[config.mk]
export PLATFORM = sky130hd
export DESIGN_NAME = bus_grant_encoder
export DESIGN_NICKNAME = d
export VERILOG_FILES = /design/src/rtl/bus_grant_encoder.sv
export SDC_FILE = /design/constraint.sdc
export NUM_CORES = 1
export LEC_CHECK = 0
export ABC_CLOCK_PERIOD_IN_PS = 7600
export BUFFER_PORTS_ARGS = -buffer_cell sky130_fd_sc_hd__buf_2
export CAP_MARGIN = 5
export CORE_MARGIN = 2
export CORE_UTILIZATION = 30
export CTS_CLUSTER_SIZE = 16
export DETAILED_ROUTE_END_ITERATION = 8
export MAX_ROUTING_LAYER = met4
export PLACE_DENSITY = 0.56
export SYNTH_ARGS = -nofsm -noshare
export SYNTH_HDL_FRONTEND = slang
export SYNTH_SLANG_ARGS = --single-unit
[constraint.sdc]
create_clock -name clock -period 7.6 [get_ports clock]
set_input_delay 1.52 -clock clock [delete_from_list [all_inputs] [get_ports clock]]
set_output_delay 1.52 -clock clock [all_outputs]
set_load 0.005 [all_outputs]
[src/rtl/bus_grant_encoder.sv]
// Registered bus-select arbiter: picks one of N requesters by fixed or round-robin
// priority and holds a binary index plus one-hot grant until the owner lets go.
module bus_grant_encoder #(
  parameter  int unsigned N     = 32,
  localparam int unsigned IDX_W = $clog2(N)
) (
  input  logic             clock,
  input  logic             clear,
  input  logic [N-1:0]     req,
  input  logic             mode,
  input  logic             release_bus,
  output logic [IDX_W-1:0] grant_idx,
  output logic [N-1:0]     grant_onehot,
  output logic             grant_valid,
  output logic             contention,
  output logic             abort
);

  typedef enum logic {
    IDLE,
    GRANT
  } state_t;

  state_t           state_q, state_d;
  logic [IDX_W-1:0] grant_idx_q, grant_idx_d;
  logic [N-1:0]     grant_onehot_q, grant_onehot_d;
  logic             grant_valid_q, grant_valid_d;
  logic             contention_q, contention_d;
  logic             abort_q, abort_d;
  logic [IDX_W-1:0] ptr_q, ptr_d;

  logic [IDX_W-1:0] winner_c;
  logic [IDX_W-1:0] ptr_next_c;
  logic             multi_c;

  // Lowest set index; the downward scan lets the lowest hit overwrite the rest.
  function automatic logic [IDX_W-1:0] pick_fixed(input logic [N-1:0] r);
    logic [IDX_W-1:0] w;
    w = '0;
    for (int i = int'(N) - 1; i >= 0; i--) begin
      if (r[IDX_W'(i)]) w = IDX_W'(i);
    end
    return w;
  endfunction

  // First set index starting at p, wrapping at N.
  function automatic logic [IDX_W-1:0] pick_rr(input logic [N-1:0] r,
                                               input logic [IDX_W-1:0] p);
    logic [IDX_W-1:0] w;
    logic             found;
    int unsigned      j;
    w     = '0;
    found = 1'b0;
    for (int unsigned k = 0; k < N; k++) begin
      j = 32'(p) + k;
      if (j >= N) j = j - N;
      if (!found && r[IDX_W'(j)]) begin
        found = 1'b1;
        w     = IDX_W'(j);
      end
    end
    return w;
  endfunction

  always_comb begin
    winner_c   = mode ? pick_rr(req, ptr_q) : pick_fixed(req);
    multi_c    = |(req & (req - N'(1)));
    ptr_next_c = (32'(grant_idx_q) + 32'd1 == N) ? '0 : grant_idx_q + IDX_W'(1);
  end

  always_comb begin
    state_d        = state_q;
    grant_idx_d    = grant_idx_q;
    grant_onehot_d = grant_onehot_q;
    grant_valid_d  = grant_valid_q;
    contention_d   = contention_q;
    abort_d        = 1'b0;
    ptr_d          = ptr_q;
    unique case (state_q)
      IDLE: begin
        if (|req) begin
          state_d        = GRANT;
          grant_idx_d    = winner_c;
          grant_onehot_d = N'(1) << winner_c;
          grant_valid_d  = 1'b1;
          contention_d   = multi_c;
        end
      end
      GRANT: begin
        // A simultaneous drop and release is an ordinary release, not an abort.
        if (release_bus || !req[grant_idx_q]) begin
          state_d        = IDLE;
          grant_onehot_d = '0;
          grant_valid_d  = 1'b0;
          contention_d   = 1'b0;
          abort_d        = !release_bus;
          ptr_d          = ptr_next_c;
        end
      end
      default: state_d = IDLE;
    endcase
  end

  always_ff @(posedge clock or posedge clear) begin
    if (clear) begin
      state_q        <= IDLE;
      grant_idx_q    <= '0;
      grant_onehot_q <= '0;
      grant_valid_q  <= 1'b0;
      contention_q   <= 1'b0;
      abort_q        <= 1'b0;
      ptr_q          <= '0;
    end else begin
      state_q        <= state_d;
      grant_idx_q    <= grant_idx_d;
      grant_onehot_q <= grant_onehot_d;
      grant_valid_q  <= grant_valid_d;
      contention_q   <= contention_d;
      abort_q        <= abort_d;
      ptr_q          <= ptr_d;
    end
  end

  assign grant_idx    = grant_idx_q;
  assign grant_onehot = grant_onehot_q;
  assign grant_valid  = grant_valid_q;
  assign contention   = contention_q;
  assign abort        = abort_q;

endmodule
Word-level counts from Yosys, hierarchy flattened:

Cells that the tools add are included.

* add/sub/neg operators: 66
* $lt $le $gt $ge: 65
* eq/ne operators: 3
* shift operators: 1
* mux-type cells: 192
* bitwise logic cells: 2
* reduce and logical (&&, ||, !) cells: 70

Operators with widths (count)
* two-way mux 5 bit: 82
* less-than comparator 5 x 6 -> 1 bit (second input constant): 33
* greater-or-equal comparator 6 bit (second input constant): 31
* binary-select mux 1 bit (select 5 bit): 33
* subtractor 5 x 1 -> 5 bit (second input constant): 32
* adder 5 x 5 -> 6 bit (second input constant): 16
* two-way mux 1 bit: 71
* two-way mux 32 bit: 2
* case mux 32 bit (2 select lines): 1
* OR reduction 32 bit: 2
* adder 5 x 4 -> 6 bit (second input constant): 8
* zero test 1 bit: 33
* AND 32 bit: 1
* left shift 1 x 5 -> 32 bit (first input constant): 1
* subtractor 32 x 1 -> 32 bit (second input constant): 1
* logical AND 1 bit: 31
* adder 5 x 3 -> 6 bit (second input constant): 4
* adder 5 x 1 -> 6 bit (second input constant): 2
* adder 5 x 2 -> 6 bit (second input constant): 2
* equality test 6 bit (second input constant): 1
* greater-or-equal comparator 5 x 6 -> 1 bit (second input constant): 1
* case mux 1 bit (2 select lines): 3
* AND reduction 2 bit: 3
* adder 5 x 1 -> 5 bit (second input constant): 1
* other kinds (4): 4

* flip-flop bits (word level): 46
* bits of input ports: 36
* output and inout port bits: 40

Depth between registers and ports, before layout:

* depth in word-level cells: 102
* depth in mapped cells: 25

Worst setup path after synthesis:

OpenSTA, ideal clock, no wires.

* path type: reg-to-reg
* start point: reg ptr_q[1]
* end point: reg grant_onehot_q[12] (netlist: grant_onehot[12])
* arrival time: 5461 ps
* required time: 7479 ps
* slack: 2018 ps
* cell stages (with the launch flop): 24
* path buffers: 8
* path through: dfrtp_1 -> buf_6 -> buf_6 -> buf_6 -> clkbuf_1 -> inv_2 -> ha_1 -> buf_2 -> mux2_2 -> mux4_2 -> or3_1 -> o211a_1 -> nor2_2 -> and3_1 -> buf_2 -> and4_1 -> clkbuf_1 -> nand3_1 -> or3_1 -> o2111ai_1 -> a2bb2oi_2 -> buf_2 -> and3b_1 -> a22o_1

* word-level cells in the longest chain between the ends: 102
* elaborated cells on any way between the ends: 320
* classes of those cells: add/sub (63); order compare (32); shift (1); mux (162); reduce/logical (62)

Ends and longest elaborated chain
* from (decl): line 30 `logic [IDX_W-1:0] ptr_q, ptr_d;`
* from (signal assigned): line 120 `ptr_q <= ptr_d;`
* branches (longest 97 deep; another with adder 5 x 1 -> 6 bit)
* two-way mux 5 bit (*): line 57 `if (!found && r[IDX_W'(j)]) begin`
* two-way mux 5 bit (*): line 66 `winner_c = mode ? pick_rr(req, ptr_q) : pick_fixed(req);`
* left shift 1 x 5 -> 32 bit (*): line 84 `grant_onehot_d = N'(1) << winner_c;`
* two-way mux 32 bit (*): line 81 `if (|req) begin`
* case mux 32 bit (2 select lines) (*): line 79 `unique case (state_q)`
* to (signal assigned): line 116 `grant_onehot_q <= grant_onehot_d;`
* to (decl): line 26 `logic [N-1:0] grant_onehot_q, grant_onehot_d;`

Every way passes the cells marked *. The select of a mux whose other input is x is not followed.
A chain may end at the register's enable or synchronous reset.

Worst setup path after layout:

* start point: reg ptr_q[2]
* end point: reg grant_onehot_q[13] (netlist: grant_onehot[13])

The elaborated chain is that of the path after synthesis.

==> flow_summary_export.csv <==
group,metric,value,unit
sta,fin_crit,6.567,ns
critical_path,r2r_slack,1.03,ns
routing,ant_nets,0,
placed_design,dp_hpwl,33680,µm
clocking,root_buffer,"clkbuf_16",
synth,syn_area,10110,µm²
die,io-pin-count,76,
clocking,clkTransAtPathRegs,0.07,ns
synth,yosys_warnings,0,
clocking,cts_buffers,5,
final_layout,nNetsFinal,1229,
clocking,post_cts_resized,0,
global_route,met1_usage,34.52,%
die,floorplan.initialDensity,30.30,%
synth,synth_largest_area_cell,"mux4_2",
die,core.rowCount,67,
synth,netlist-cell-type-count,97,
die,dieArea,35180,µm²
synth,syn_nets,1212,
critical_path,arrival,6.79,ns
synth,avgSynthCellArea,8.693,µm²
final_layout,antenna_cells,0,
sta,rsz0062_at_grt,"no",
clocking,cts_sinks,46,
routing,vias,10525,
global_route,grt.met3_usage,3.893,%
synth,synth_edf_count,0,
clocking,cts_tree,"built",
routing,post_drt_wl_per_cell,27.21,µm
synth,yosys.area.top_type_share,19.38,%
critical_path,crit_start,"ptr_q[2]$_DFFE_PP0P_",
routing,drt_first_pass_iters,5,
global_route,grt_pass1_wl,66920,µm
status,run_status,"completed",
global_route,grt_max_degree,48,
clocking,cts.path.max_buffers,2,
synth,synthArstFlopShare,100.0,%
final_layout,stdcell_area,11020,µm²
critical_path,r2r-start,"ptr_q[2]$_DFFE_PP0P_",
sta,tightest_slew,1.209,ns
critical_path,cp_max_fo,19,
clocking,htree_num_levels,2,
synth,ys.flop_type,"dfrtp_1",
sta,skew,0.01043,ns
synth,ys_seq_area_share,11.39,%
synth,ys_top_cells_by_area,"mux4_2 19%, dfrtp_1 11%, mux2i_1 9.8%, mux2_2 6.1%, nand2_1 3.6%",
final_layout,layout_commonest_cell,"mux2i_1",
final_layout,drive_gt1_share,27.77,%
clocking,post_cts_buffers,0,
sta,relSlewSlack,18.84,%
global_route,gr-total-overflow,0,
critical_path,crit_type,"register to register",
sta,hold_viol,0,
synth,synth_seq_cells,46,
global_route,grt.total_usage,25.44,%
routing,wirelength,44320,µm
critical_path,endpoint_kind,"register",
final_layout,areaGrowthSynthToFinish,9.047,%
die,fp.dieW,187.6,µm
critical_path,ff2ff_path_depth,16,
global_route,antenna_found_initial,1,
critical_path,timing.rr.end,"grant_onehot[13]$_DFFE_PP0P_",
global_route,use_met2,38.58,%
final_layout,mostFrequentLayoutCells,"99 x mux2i_1, 96 x nand2_1, 87 x mux4_2",
flow_run,cap_violations,0,
placed_design,gp_congestion,1.001,
sta,setup_tns,0,ns
sta,slew_viol_final,0,
synth,synth_cells,1163,
final_layout,fill_cells,3579,
clocking,insertion_delay,0.28,ns
routing,drc,0,
routing,drt_iter0_drc,1220,
placed_design,place_area,10880,µm²
sta,fmax,152.3,MHz
sta,setup_viol,0,
clocking,holdBufCountCts,0,
die,die_h,187.6,µm
worst_hold_path,hold_path_class,"register to register",
global_route,grt_pass1_vias,10137,
critical_path,cp-start-kind,"register",
global_route,busiest_layer,"met2",
sta,min_period_over_period,86.40,%
critical_path,required,7.82,ns
die,coreArea,33360,µm²
critical_path,critical_path.endpoint,"grant_onehot[13]$_DFFE_PP0P_",
placed_design,portBuffers,75,
routing,routed_via_density,6.461,
[logic make-up (layout without fill, tap and decap cells)]
group | Yosys count | count (layout) | synth area share [%]
adders and majority gates | 18 | 18 | 2.104
DFF | 46 | 46 | 11.39
AOI/OAI and AO/OA | 301 | 301 | 21.28
muxes | 249 | 249 | 36.27
and+or+nand+nor | 367 | 367 | 18.70
xor gates and xnor gates | 35 | 35 | 3.403
buffers and inverters | 147 | 165 | 6.856
[per-stage QoR]
step	std cells	setup WS (ns)	util (%)	hold slack [ns]
after floorplan	1163	2.018	-	0.4711
after global placement	1621	1.224	32.61	0.4595
after detailed placement	1621	1.211	32.61	0.4592
after CTS	1629	1.320	33.04	0.4840
after global routing	1629	0.7774	33.04	0.5101
final	1629	1.033	33.04	0.4827
[routing by layer]
layer | part of all wire (%) | vias to the layer above
li1 | - | 4573
met1 | 42 | 5219
met2 | 45 | 629
met3 | 9.3 | 104
met4 | 4.0 | 0
met5 | 0 | -
[flip-flops by register name (all words and copies together) (netlist names)]
| signal | flops |
|---|---|
| state_q | 1 |
| abort | 1 |
| contention | 1 |
| ptr_q | 5 |
| grant_idx | 5 |
| grant_valid | 1 |
| grant_onehot | 32 |
[Yosys cell counts, drive strengths merged (7+ instances only)]
| cell | number |
|---|---|
| a31oi | 11 |
| buf | 49 |
| inv | 27 |
| xnor2 | 28 |
| o22ai | 8 |
| o21ai | 57 |
| o21a | 7 |
| mux4 | 87 |
| nor4 | 19 |
| ha | 13 |
| and3 | 12 |
| mux2i | 99 |
| a22o | 28 |
| xor2 | 7 |
| nor2 | 80 |
| a211oi | 13 |
| a21oi | 61 |
| clkbuf | 69 |
| nand3 | 33 |
| o211ai | 17 |
| mux2 | 63 |
| nand4 | 17 |
| nor3 | 40 |
| or2 | 8 |
| or3 | 11 |
| nand2 | 97 |
| nor2b | 9 |
| nand2b | 12 |
| dfrtp | 46 |
[worst max-delay path, stage by stage (launching register included)]
cell and delay (ns):
dfrtp_1 0.41, inv_1 0.66, buf_4 0.33, ha_1 0.22
a21oi_1 0.12, xnor2_2 0.56, mux2i_1 0.31, mux4_2 0.52
nor2b_1 0.53, nand3_1 0.44, nor3_1 0.86, a221o_1 0.22
a22oi_1 0.07, o211ai_1 0.22, a31oi_2 0.32, nor4_2 0.47
a22o_1 0.22
[worst min-delay path by stage]
stage | depth (start not counted) | endpoint | from | slack [ns]
final | 2 | grant_onehot[26]$_DFFE_PP0P_ | grant_onehot[26]$_DFFE_PP0P_ | 0.48
after global routing | 2 | grant_onehot[26]$_DFFE_PP0P_ | grant_onehot[26]$_DFFE_PP0P_ | 0.51
after CTS | 2 | grant_valid$_DFFE_PP0P_ | grant_valid$_DFFE_PP0P_ | 0.48
after detailed placement | 2 | grant_valid$_DFFE_PP0P_ | grant_valid$_DFFE_PP0P_ | 0.46
after global placement | 2 | grant_valid$_DFFE_PP0P_ | grant_valid$_DFFE_PP0P_ | 0.46
after floorplan | 2 | grant_valid$_DFFE_PP0P_ | grant_valid$_DFFE_PP0P_ | 0.47
[cell type report]
| class | count | area (µm²) | area share, % |
|---|---|---|---|
| clock buffers | 5 | 125.1 | 1.135 |
| clock inverters | 3 | 18.77 | 0.1702 |
| well taps | 448 | 560.5 | 5.085 |
| flip-flops and latches | 46 | 1157 | 10.50 |
| multi-input cells | 970 | 8280 | 75.11 |
| inverters | 29 | 108.9 | 0.9874 |
| repair buffers | 128 | 773.2 | 7.014 |
Power is not shown: default switching activity piles up to over one toggle a cycle in this logic, so the estimate is an artifact.
